<file path="config.mk">
export PLATFORM = sky130hd
export DESIGN_NAME = lsu_ctrl
export DESIGN_NICKNAME = d
export VERILOG_FILES = /design/src/rtl/lsu_ctrl_pkg.sv /design/src/rtl/lsu_align.sv /design/src/rtl/lsu_ctrl.sv
export SDC_FILE = /design/constraint.sdc
export NUM_CORES = 1
export LEC_CHECK = 0
export CORE_MARGIN = 1.5
export CORE_UTILIZATION = 45
export CTS_BUF_LIST = sky130_fd_sc_hd__clkbuf_8
export DETAILED_ROUTE_END_ITERATION = 12
export PLACE_DENSITY = 0.88
export SYNTH_ARGS = -nofsm -noshare
export SYNTH_HDL_FRONTEND = slang
export SYNTH_SLANG_ARGS = --single-unit
</file>
<file path="constraint.sdc">
create_clock -name clk -period 5.5 [get_ports clk]
set_clock_uncertainty 0.1 [all_clocks]
set_input_delay 1.1 -clock clk [delete_from_list [all_inputs] [get_ports clk]]
set_output_delay 1.1 -clock clk [all_outputs]
set_load 0.1 [all_outputs]
</file>
<file path="src/rtl/lsu_ctrl_pkg.sv">
// lsu_ctrl_pkg: shared size encodings, FSM states and timeout default for the load/store unit
package lsu_ctrl_pkg;
    localparam logic [1:0] SZ_B = 2'b00;
    localparam logic [1:0] SZ_H = 2'b01;
    localparam logic [1:0] SZ_W = 2'b10;
    localparam int TIMEOUT_DEF = 16;

    typedef enum logic [1:0] {IDLE, BUSY, DONE} state_t;

    function automatic logic is_aligned(input logic [1:0] sz, input logic [1:0] a);
        return sz == SZ_B || (sz == SZ_H && !a[0]) || (sz == SZ_W && a == 2'b00);
    endfunction
endpackage

</file>
<file path="src/rtl/lsu_align.sv">
// lsu_align: store lane steering and load byte/half extraction with sign or zero extension
module lsu_align import lsu_ctrl_pkg::*; (
    input  logic [1:0]  size,
    input  logic [1:0]  off,
    input  logic        ext_sign,
    input  logic [31:0] wdata,
    input  logic [31:0] rdata,
    output logic [3:0]  be,
    output logic [31:0] lane_wdata,
    output logic [31:0] ld_data
);
    logic [31:0] sh;

    // Alignment guarantees a half offset of 0 or 2, so one shifter serves both sizes
    assign sh = rdata >> {off, 3'b000};

    always_comb begin
        be = size == SZ_B ? 4'b0001 << off : size == SZ_H ? (off[1] ? 4'b1100 : 4'b0011) : 4'b1111;
        lane_wdata = size == SZ_B ? {4{wdata[7:0]}} : size == SZ_H ? {2{wdata[15:0]}} : wdata;
        ld_data = size == SZ_B ? {{24{ext_sign & sh[7]}}, sh[7:0]} :
                  size == SZ_H ? {{16{ext_sign & sh[15]}}, sh[15:0]} : rdata;
    end
endmodule

</file>
<file path="src/rtl/lsu_ctrl.sv">
// lsu_ctrl: load/store unit controller -- alignment check, bus handshake with timeout, pipeline stall
module lsu_ctrl import lsu_ctrl_pkg::*; #(
    parameter int TIMEOUT = TIMEOUT_DEF
) (
    input  logic        clk,
    input  logic        rst_n,
    input  logic        mem_read,
    input  logic        mem_write,
    input  logic [1:0]  mem_size,
    input  logic        ext_sign,
    input  logic [31:0] addr,
    input  logic [31:0] wdata,
    output logic        stall,
    output logic [31:0] rdata,
    output logic        misalign,
    output logic        bus_err,
    output logic        bus_req,
    output logic        bus_we,
    output logic [31:0] bus_addr,
    output logic [31:0] bus_wdata,
    output logic [3:0]  bus_be,
    input  logic [31:0] bus_rdata,
    input  logic        bus_ack
);
    localparam int CW = TIMEOUT > 1 ? $clog2(TIMEOUT) : 1;

    state_t      state;
    logic [31:0] laddr, lwdata, ld;
    logic [1:0]  lsize;
    logic        lsign, lwe, req, ok, busy;
    logic [3:0]  be;
    logic [CW-1:0] cnt;

    assign req  = mem_read | mem_write;
    assign ok   = is_aligned(mem_size, addr[1:0]);
    assign busy = state == BUSY;

    // Gated by rst_n so a request held during reset cannot raise stall or misalign
    assign stall    = rst_n & (busy | (state == IDLE & req & ok));
    assign misalign = rst_n & state == IDLE & req & !ok;
    assign bus_req  = busy;
    assign bus_we   = busy & lwe;
    assign bus_be   = busy ? be : 4'b0000;
    assign bus_addr = {laddr[31:2], 2'b00};

    lsu_align u_align (
        .size(lsize),
        .off(laddr[1:0]),
        .ext_sign(lsign),
        .wdata(lwdata),
        .rdata(bus_rdata),
        .be(be),
        .lane_wdata(bus_wdata),
        .ld_data(ld)
    );

    always_ff @(posedge clk or negedge rst_n) begin
        if (!rst_n) begin
            state   <= IDLE;
            cnt     <= '0;
            rdata   <= '0;
            bus_err <= 1'b0;
            laddr   <= '0;
            lwdata  <= '0;
            lsize   <= SZ_B;
            lsign   <= 1'b0;
            lwe     <= 1'b0;
        end else begin
            bus_err <= 1'b0;
            case (state)
                IDLE: if (req && ok) begin
                    laddr  <= addr;
                    lwdata <= wdata;
                    lsize  <= mem_size;
                    lsign  <= ext_sign;
                    lwe    <= mem_write;
                    cnt    <= '0;
                    state  <= BUSY;
                end
                BUSY: if (bus_ack) begin
                    rdata <= ld;
                    state <= DONE;
                end else if (cnt == CW'(TIMEOUT - 1)) begin
                    rdata   <= '0;
                    bus_err <= 1'b1;
                    state   <= DONE;
                end else begin
                    cnt <= cnt + 1'b1;
                end
                default: state <= IDLE;
            endcase
        end
    end
endmodule

</file>
==> summary.md <==
| Metric | Value |
|---|---|
| Via count | 4327 |
| Die ar. | 12700 um^2 |
| Antenna-violating nets left | 0 |
| Period utilisation layout | 0.775 |
| CTS tree | done |
| Sequential cell area | 2680 um^2 |
| Layout cell share with drive strength beyond 1 | 0.202 |
| Per-cell routed wire length | 18.3 um |
| Top cells by count, synth | 107 x dfrtp_1, 85 x mux2_2, 52 x o21ai_0 |
| Post-CTS Hold Buffers | 0 |
| Port bufs | 206 |
| Largest net degree at the start of global routing | 76 |
| Antenna violations before repair | 0 |
| Placed standard-cell area | 7200 um^2 |
| First DRT Iteration DRCs | 307 |
| Setup WS pre-CTS | 1.65 ns |
| Root Buffer Master | clkbuf_8 |
| Post-synth ARST share | 1.00 |
| Post-synth cell types | 46 |
| Antenna cells | 0 |
| Crit end category | output port |
| Mean Syn Cell Area | 11.5 um^2 |
| # H-tree levels | 3 |
| Critical path class | flop to output port |
| Post-synth EDFFs | 0 |
| Hold Path Class | flop to flop |
| Total Neg Setup Slack | 0 ns |
| Min cycle time layout | 4.26 ns |
| HPWL Detailed | 10300 um |
| GRT Residual Overflow | 0 |
| TritonRoute pass-1 iters | 5 |
| Warnings from Yosys | 0 |
| RePlAce Congestion | 0.846 |
| Area of the multi-input gates | 2240 um^2 |
| DRT Wirelength | 14100 um |
| Outcome | completed |
| CP required | 4.30 ns |
| Yosys reg bits | 107 |
| Row count | 39 |
| Core Util, Final | 0.643 |
| DR vias/cell | 5.61 |
| Fill count | 913 |
| CP arrival | 3.06 ns |
| Number of global-route vias before repair | 4467 |
| Top cells by area, synth | dfrtp_1 50%, mux2_2 18%, buf_4 6.2%, o21ai_0 4.8%, mux2i_1 3.3% |
| Fin. max-slew vios | 0 |
| I/O Pins | 209 |
| Endpoints failing setup | 0 |
| Num CTS Buffers | 9 |
| Design Area, Final | 7430 um^2 |
| Most numerous cell in the Yosys netlist | dfrtp_1 |
| Core Footprint | 11600 um^2 |
| Gate Count Post-Synth | 472 |
| Postcts setup bufs | 0 |
| Post-synth top area cell | dfrtp_1 |
| Measured slew at the worst slew-check pin | 1.03 ns |
| Layout Nets | 728 |
| Die Height | 113 um |
| Layout Area Growth over Synthesis | 37.4% |
| Clock transition at path regs | 0.10 ns |
| Max Clk Rate | 235 MHz |
| RSZ-0062 raised after global routing | false |
| CP Max Fanout | 17 |
| Max-cap check violation count | 0 |
| Clk buf depth | 2 |
| Final hold viol count | 0 |
| Register area share after synthesis | 0.495 |
| Post-CTS sizing | 0 |
| GRT Total Usage | 0.221 |
| Synth top area share | 0.495 |
| Slew HR | 0.314 |
| Clock Latency Late Sink | 0.36 ns |
| Top_reg_cell synth | dfrtp_1 |
| CTS Sinks | 107 |
| Crit path launch type | flop |
| Setup ws final | 1.24 ns |
| First-pass GRT wire length | 22300 um |
| Die X | 113 um |
| # DRC | 0 |
| Synthesized area | 5410 um^2 |
| Initial core utilization | 0.467 |
==> path summary, 6_finish.rpt <==
check / startpoint / endpoint / slack, ns / depth (start not counted)
min in group asynchronous: rst_n / laddr[13]$_DFFE_PN0P_ / 0.65 / 1
worst min register to register: rdata[2]$_DFFE_PN0P_ / rdata[2]$_DFFE_PN0P_ / 0.39 / 2
max in group asynchronous: rst_n / laddr[1]$_DFFE_PN0P_ / 3.41 / 2
worst max-delay path: lsize[0]$_DFFE_PN0P_ / bus_be[0] / 1.24 / 5
worst min-delay path: rdata[2]$_DFFE_PN0P_ / rdata[2]$_DFFE_PN0P_ / 0.39 / 2
worst max register to register: laddr[0]$_DFFE_PN0P_ / rdata[27]$_DFFE_PN0P_ / 2.81 / 3
==> cells by family (layout without fill, tap and decap cells) <==
family	Yosys count	after routing	share of synthesized area
simple gates	61	61	0.0525
flops	107	107	0.495
mux	106	106	0.220
fa+ha+maj	1	1	0.00231
buf+inv	83	238	0.0930
compound gates	113	113	0.136
other cells	1	2	0.000694
==> metrics by stage <==
step | hold WS (ns) | cells
floorplan | 0.372 | 473
global placement | 0.363 | 755
detailed placement | 0.376 | 755
CTS | 0.399 | 771
global route | 0.433 | 771
finish | 0.391 | 771
==> layout make-up <==
cell class	instances	area share
clock inverter	6	0.0126
tap	143	0.0241
clock buffer	10	0.0185
sequential	107	0.360
timing repair buffer	208	0.275
multi-input combinational	283	0.301
inverter	14	0.00775
==> critical path: stages, from the launching register on <==
cell	delay (ns)
dfrtp_1	0.83
inv_1	0.32
nand2_1	0.18
a21oi_1	0.10
nor2_1	0.13
clkdlybuf4s50_1	1.14
==> cell usage in the layout (no fill, tap or decap), types with 2 or more instances in the layout <==
master             n
a211oi_1           2
a22oi_1           23
inv_1             12
inv_6              2
conb_1             2
a21oi_1           11
clkbuf_8          10
nand2_1           37
and2_1             2
mux2_2            85
dfrtp_1          107
nand3_1            4
o221ai_1           4
bufinv_16          2
nor2b_1            4
clkdlybuf4s50_1  194
a22o_1             3
o2bb2ai_1          5
inv_4              2
nor2_1             5
a32o_1             2
o21ai_0           52
mux2i_1           18
buf_4             14
a221oi_1           3
==> registers in the layout, summed over array words and instances, names as in the netlist <==
| register | flops |
|---|---|
| laddr | 32 |
| state | 2 |
| lsize | 2 |
| lsign | 1 |
| rdata | 32 |
| lwdata | 32 |
| cnt | 4 |
| lwe | 1 |
| bus_err | 1 |
==> routing by layer <==
metal / wire (um) / vias up / part of all wire / track usage
met3: 1200 / 35 / 0.085 / 0.0659
met4: 366 / 0 / 0.026 / 0.0776
met2: 6870 / 230 / 0.49 / 0.377
met5: 0 / - / 0 / 0
met1: 5650 / 2109 / 0.40 / 0.267
li1: - / 1953 / - / -
Power is left out: the tool's default activity adds up to more than one toggle a clock period on the data nets, which glitch-free logic cannot reach.
